File: src/rtl/sram_arbiter.sv
// rtl/sram_arbiter.sv - two-requester (CPU, loader) arbiter in front of a single SRAM controller
//
// Purpose:
//   Grants one of two requesters (CPU or loader) access to a shared SRAM
//   controller. Contention is resolved by fixed CPU priority or round-robin.
//   Each transaction occupies one GRANT state until mem_ready, followed by
//   one IDLE cycle so the controller always sees a fresh request edge.
//
// Parameters:
//   FIXED_CPU_PRIO  1 = CPU always wins contention, 0 = round-robin
//   CNT_W           width of the per-requester completed-transaction counters
//
// Ports:
//   clk, rst                        clock, asynchronous active-low reset
//   cpu_read_en, cpu_write_en       CPU request (level, held until cpu_ready)
//   cpu_address, cpu_write_data     CPU request address / store data
//   cpu_read_data, cpu_ready        CPU load result / ready (0 = freeze)
//   ldr_*                           loader port, same meaning as the CPU port
//   mem_read_en, mem_write_en       request to the SRAM controller
//   mem_address, mem_write_data     address / store data to the controller
//   mem_read_data, mem_ready        controller response (ready = completion)
//   cpu_count, ldr_count            saturating completed-transaction counters

module sram_arbiter #(
  parameter int FIXED_CPU_PRIO = 0,
  parameter int CNT_W          = 16
) (
  input  logic             clk,
  input  logic             rst,

  input  logic             cpu_read_en,
  input  logic             cpu_write_en,
  input  logic [31:0]      cpu_address,
  input  logic [31:0]      cpu_write_data,
  output logic [31:0]      cpu_read_data,
  output logic             cpu_ready,

  input  logic             ldr_read_en,
  input  logic             ldr_write_en,
  input  logic [31:0]      ldr_address,
  input  logic [31:0]      ldr_write_data,
  output logic [31:0]      ldr_read_data,
  output logic             ldr_ready,

  output logic             mem_read_en,
  output logic             mem_write_en,
  output logic [31:0]      mem_address,
  output logic [31:0]      mem_write_data,
  input  logic [31:0]      mem_read_data,
  input  logic             mem_ready,

  output logic [CNT_W-1:0] cpu_count,
  output logic [CNT_W-1:0] ldr_count
);

  typedef enum logic [1:0] {
    IDLE      = 2'd0,
    GRANT_CPU = 2'd1,
    GRANT_LDR = 2'd2
  } state_t;

  localparam logic          GR_CPU  = 1'b0;
  localparam logic          GR_LDR  = 1'b1;
  localparam logic [CNT_W-1:0] CNT_ONE = {{(CNT_W-1){1'b0}}, 1'b1};

  state_t state;
  state_t state_next;

  logic        last_grant;
  logic        cpu_pending;
  logic        ldr_pending;
  logic        win_cpu;

  logic        lat_write;
  logic [31:0] lat_addr;
  logic [31:0] lat_wdata;

  logic [31:0]      cpu_rd_q;
  logic [31:0]      ldr_rd_q;
  logic [CNT_W-1:0] cpu_cnt_q;
  logic [CNT_W-1:0] ldr_cnt_q;

  logic granted;
  logic cpu_done;
  logic ldr_done;

  assign cpu_pending = cpu_read_en | cpu_write_en;
  assign ldr_pending = ldr_read_en | ldr_write_en;

  assign granted  = (state != IDLE);
  assign cpu_done = (state == GRANT_CPU) && mem_ready;
  assign ldr_done = (state == GRANT_LDR) && mem_ready;

  // State register
  always_ff @(posedge clk or negedge rst) begin
    if (!rst) begin
      state <= IDLE;
    end else begin
      state <= state_next;
    end
  end

  // Next-state logic. Under contention the CPU wins when fixed priority is
  // enabled, otherwise whoever was not served last.
  always_comb begin
    state_next = state;
    win_cpu    = 1'b0;
    unique case (state)
      IDLE: begin
        if (cpu_pending && ldr_pending) begin
          win_cpu    = (FIXED_CPU_PRIO != 0) || (last_grant == GR_LDR);
          state_next = win_cpu ? GRANT_CPU : GRANT_LDR;
        end else if (cpu_pending) begin
          win_cpu    = 1'b1;
          state_next = GRANT_CPU;
        end else if (ldr_pending) begin
          state_next = GRANT_LDR;
        end
      end
      GRANT_CPU, GRANT_LDR: begin
        if (mem_ready) begin
          state_next = IDLE;
        end
      end
      default: state_next = IDLE;
    endcase
  end

  // Request latches: captured only on the IDLE->GRANT edge so the mem_*
  // outputs never depend combinationally on requester inputs.
  always_ff @(posedge clk or negedge rst) begin
    if (!rst) begin
      lat_write <= 1'b0;
      lat_addr  <= 32'd0;
      lat_wdata <= 32'd0;
    end else if (state == IDLE && state_next == GRANT_CPU) begin
      lat_write <= cpu_write_en;
      lat_addr  <= cpu_address;
      lat_wdata <= cpu_write_data;
    end else if (state == IDLE && state_next == GRANT_LDR) begin
      lat_write <= ldr_write_en;
      lat_addr  <= ldr_address;
      lat_wdata <= ldr_write_data;
    end
  end

  // Completion bookkeeping: fairness pointer, counters, read data capture
  always_ff @(posedge clk or negedge rst) begin
    if (!rst) begin
      last_grant <= GR_LDR;
      cpu_cnt_q  <= '0;
      ldr_cnt_q  <= '0;
      cpu_rd_q   <= 32'd0;
      ldr_rd_q   <= 32'd0;
    end else begin
      if (cpu_done) begin
        last_grant <= GR_CPU;
        if (cpu_cnt_q != '1) begin
          cpu_cnt_q <= cpu_cnt_q + CNT_ONE;
        end
        if (!lat_write) begin
          cpu_rd_q <= mem_read_data;
        end
      end
      if (ldr_done) begin
        last_grant <= GR_LDR;
        if (ldr_cnt_q != '1) begin
          ldr_cnt_q <= ldr_cnt_q + CNT_ONE;
        end
        if (!lat_write) begin
          ldr_rd_q <= mem_read_data;
        end
      end
    end
  end

  // Memory side: driven purely from state and latches; IDLE forces zeros
  assign mem_read_en    = granted && !lat_write;
  assign mem_write_en   = granted &&  lat_write;
  assign mem_address    = granted ? lat_addr  : 32'd0;
  assign mem_write_data = granted ? lat_wdata : 32'd0;

  // Ready: high when the requester is idle and not being served, or in its
  // own completion cycle. A granted requester that dropped its enables still
  // sees 0 until the transaction completes.
  always_comb begin
    cpu_ready = 1'b0;
    ldr_ready = 1'b0;
    if (state == GRANT_CPU) begin
      cpu_ready = mem_ready;
    end else begin
      cpu_ready = !cpu_pending;
    end
    if (state == GRANT_LDR) begin
      ldr_ready = mem_ready;
    end else begin
      ldr_ready = !ldr_pending;
    end
  end

  // Read data bypasses the register in the completion cycle so the requester
  // can consume it in the same cycle ready rises.
  assign cpu_read_data = cpu_done ? mem_read_data : cpu_rd_q;
  assign ldr_read_data = ldr_done ? mem_read_data : ldr_rd_q;

  assign cpu_count = cpu_cnt_q;
  assign ldr_count = ldr_cnt_q;

endmodule

File: config.mk
export PLATFORM = sky130hd
export DESIGN_NAME = sram_arbiter
export DESIGN_NICKNAME = d
export VERILOG_FILES = /design/src/rtl/sram_arbiter.sv
export SDC_FILE = /design/constraint.sdc
export NUM_CORES = 1
export LEC_CHECK = 0
export ABC_AREA = 1
export CAP_MARGIN = 20
export CORE_UTILIZATION = 42
export DETAILED_ROUTE_END_ITERATION = 10
export HOLD_SLACK_MARGIN = 0.12
export PLACE_DENSITY = 0.76
export SYNTH_ARGS = -nofsm -noshare
export SYNTH_HDL_FRONTEND = slang
export SYNTH_SLANG_ARGS = --single-unit
File: constraint.sdc
create_clock -name clk -period 2.05 [get_ports clk]
set_clock_uncertainty 0.15 [all_clocks]
set_input_delay 0.41 -clock clk [delete_from_list [all_inputs] [get_ports clk]]
set_output_delay 0.41 -clock clk [all_outputs]
set_load 0.02 [all_outputs]
**Yosys cells after proc, flatten, opt, wreduce, memory -nomap -nowiden**

Cells that the tools add are included.

- Bits in registers: 164
- Input bits: 167
- Output and inout bits: 164
- Word-level logic and storage cells: 59

- Add/subtract/negate cells: 2
- Eq/ne operators: 6
- Multiplexer cells: 20
- Bitwise operators: 3
- Reduce and logical (&&, ||, !) cells: 19

Operator list:

| operator | number |
|---|---|
| 32-bit two-way mux | 8 |
| 16-bit by 1-bit adder with 16-bit output (second input constant) | 2 |
| 16-bit != test (second input constant) | 2 |
| 2-bit two-way mux | 5 |
| 2-bit AND reduction | 4 |
| 1-bit logical AND | 7 |
| 1-bit two-way mux | 6 |
| 2-bit nonzero test | 3 |
| 2-bit by 1-bit equality test with 1-bit output (second input constant) | 2 |
| 2-bit equality test (second input constant) | 2 |
| 2-bit one-hot mux with 2 select lines | 1 |
| 1-bit logical NOT | 3 |
| 2-bit logical NOT | 1 |
| 1-bit OR | 2 |
| 2-bit OR reduction | 1 |
| 1-bit inverter | 1 |

**Logic depth before layout (Yosys ltp)**

- Depth in word-level cells: 9
- Mapped depth: 15
- Depth with buffers taken out: 12

**Worst setup path before layout**

Ideal clock, no wire load.

- Kind: reg2out
- Start point: register state[0]
- End point: output port ldr_read_data[0]
- Arrival time: 1,609 ps
- Required time: 1,490 ps
- Path slack: -119 ps
- Stages on the path, launching flop included: 7
- Path buffers: 2
- Cells stage by stage: dfrtp_1 inv_1 ha_1 nand2_1 clkbuf_1 clkbuf_1 o21ai_0

- Word-level cells in the longest chain between the ends: 3

Ends and longest elaborated chain:

| what | line | RTL |
|---|---|---|
| start: declaration | 66 | `state_t state;` |
| start signal: assignment | 99 | `state <= state_next;` |
| 2-bit equality test | 92 | `assign ldr_done = (state == GRANT_LDR) && mem_ready;` |
| 1-bit logical AND | 92 |  |
| 32-bit two-way mux | 204 | `assign ldr_read_data = ldr_done ? mem_read_data : ldr_rd_q;` |
| end: declaration | 42 | `output logic [31:0] ldr_read_data,` |

Every way passes these cells.

**Final worst setup path**

- Start point: register state[1]
- End point: output port ldr_read_data[21]

The elaborated chain is that of the path after synthesis.

==> flow_summary.yaml <==
detailed_routing:
  highest-signal-layer: "met4"
  drcViolationCount: 27
  detailroute.wirelength.met2_um: 18010
  detailedRoute.firstIterationViolations: 583
  drt-total-wl_um: 35710
  routedLengthMet1_um: 13520
  ant_nets: 0
  dr_pass1_iterations: 8
  met3RoutedLength_um: 2502
  route.detailed.wl_per_inst_um: 17.94
  routed_via_count_divided_by_cell_count: 5.238
  vias: 10420
timing:
  slack_of_the_critical_path_ns: -0.3528
  max_slew.worst_pin.slew_ns: 0.4795
  setup_viol: 203
  layout_min_cycle_time_ns: 2.403
  rsz_0062_raised_after_global_routing: "yes"
  final-max-slew-violation-count: 0
  finalHoldViolCount: 0
  timing.final.crit_share_pct: 117.2
  slew-limit-headroom_pct: 68.03
  fmaxAchievable_mhz: 416.2
  hold_slack_ns: 0.3212
pwr:
  power_leakage_nw: 8.548
  vdd_drop_max_mv: 0.9981
  tot_pwr_mw: 25.19
  power_density_nw_per_um2: 1508
logic_synthesis:
  synth_cell_type_count: 31
  syn-instance-count: 1270
  postSynthAreaPerCell_sq_um: 7.475
  synth_fp_nets: 1443
  synth_area_sq_um: 9493
  yosysSeqAreaShare_pct: 43.25
  synth-seq-cells: 164
  yosysWarnings: 0
grt:
  grt_pass1_wl_um: 47530
  groute.usage.overall_pct: 25.65
  via_count_of_the_first_global_routing_pass: 9335
  maximum_number_of_pins_on_one_net_before_global_route_repair: 66
  grt_antenna_before_repair: 0
  grt_remaining_overflow: 0
setup_path:
  ff2ff_setup_slack_ns: -0.31
  arrival_time_reported_for_the_critical_path_endpoint_ns: 1.84
  critical_path.startpoint_type: "flop"
  timing.critical_path.to_type: "output port"
  critical_path.max_fanout: 11
  required_ns: 1.49
  criticalPathCategory: "reg -> out"
placed_design:
  dp_hpwl_um: 20380
  placement.io_buffers: 330
  finalWeightedCongestion: 0.8719
  pre_cts_slack_ns: -0.6828
  place.detailed.instances: 1900
finish:
  finish.net_count: 1871
  area_delta_synth_final_pct: 75.92
  ratio_of_cells_with_drive_above_1_in_the_final_layout_pct: 34.33
  layout_common_cells: "nand2_1, inv_1, clkdlybuf4s50_1"
  antennaDiodeCount: 0
  mostFrequentLayoutCell: "nand2_1"
  utilization_pct: 75.82
  post_layout_nonfiller_instances: 1990
clock_network:
  clock_insertion_delay_worst_skew_ns: 0.42
  tritoncts.num_buffers: 17
  cts_max_level: 4
  max-clock-path-buffers: 2
  clk_pin_slew_worst_paths_ns: 0.07
  clock-root-buffer: "clkbuf_16"
  cts.sinks: 164
  tritoncts: "yes"
floorplan:
  initial_cell_density_of_the_core_pct: 43.10
  floorplan.die.width_um: 152.3
  die_height_um: 152.3
  fp-row-count: 54
  fp.dieArea_sq_um: 23210
  core_region_sq_um: 22030
  top_level_ports: 331
worst_hold_path:
  hold_path_class: "reg -> reg"
outcome:
  outcome: "complete, but fails checks"
  failed_checks: "design-rule violations, negative setup slack"
flow_run:
  max_cap_viol_count: 0
## cell usage after synthesis, drive strengths merged
cell type	count	area, sq um
a21oi	2	13.76
buf	41	380.4
clkbuf	37	138.9
clkinv	2	12.51
dfrtp	163	4079
dfstp	1	26.28
ha	6	75.07
inv	190	713.2
nand2	338	1424
nand3	143	728.2
nand3b	3	22.52
nand4	7	43.79
nor2	95	364.1
nor3	10	50.05
o21ai	141	705.7
o21bai	65	488.0
or2	1	8.760
xnor2	4	35.03
xor2	21	183.9
## path summary, 6_finish.rpt
kind | from | cells past startpoint | endpoint
max | state[1] | 7 | ldr_read_data[21]
min reg2reg | last_grant | 2 | last_grant
min in group asynchronous | rst | 2 | cpu_rd_q[24]
min | last_grant | 2 | last_grant
max reg2reg | state[0] | 14 | lat_addr[21]
max in group asynchronous | rst | 3 | lat_addr[24]
## layout make-up
type                            count  area, sq um
Sequential cell                   164         4105
Inverter                          192        734.5
Multi-Input combinational cell    836         5494
Fill cell                        1439         5326
Timing Repair Buffer              486         5418
Clock inverter                     14        165.2
Tap cell                          280        350.3
Timing Repair inverter              1        7.507
Clock buffer                       17        425.4
## what timing repair did
action | 4_1_cts | 5_1_grt
hold buffers | 1 | 0
setup buffers | 8 | 24
endpoints found under the hold margin | 38 | 0
pin swaps | 5 | 142
endpoints found under the setup margin | 215 | 241
gates resized for setup | 556 | 623
cloned | 6 | 22
## sequential cells by signal, indices dropped and copies added, names as in the netlist
name and cells:
cpu_rd_q 32, lat_addr 32, lat_wdata 32, ldr_rd_q 32, cpu_count 16, ldr_count 16, state 2, last_grant 1
lat_write 1
## cell families after synthesis
logic type               after synthesis  synth area share [%]
AND/OR/NAND/NOR                      597                 27.82
buffers and inverters                270                 13.11
AO/OA/AOI/OAI                        208                 12.72
flip-flops                           164                 43.25
XOR/XNOR                              25                 2.307
adder cells (fa/ha/maj)                6                0.7908
## per-stage QoR
stage	instance area (sq um)	setup TNS (ns)
global route	16700	-65.36
detailed placement	13640	-88.24
finish	16700	-47.15
floorplan	9503	-0.7740
global placement	13640	-81.06
CTS	14340	-55.09
## metal layers
layer | vias to the layer above | GRT usage, %
met5 | - | 0
li1 | 4835 | -
met1 | 4976 | 30.53
met3 | 107 | 5.432
met4 | 0 | 9.670
met2 | 505 | 45.36
## critical path, cell delays in order (launching register included)
cell,delay [ns]
dfrtp_1,0.40
buf_4,0.15
ha_4,0.17
nand2_8,0.17
clkbuf_16,0.21
nand2_1,0.06
o21ai_1,0.08
buf_4,0.17
## report_power, final
part	internal [mW]	leakage [nW]	switching, mW
combinational	7.42	6.20	8.92
clock	1.83	0.277	1.44
sequential	4.61	2.07	0.969
No activity file was read; power rests on OpenSTA's default activity.
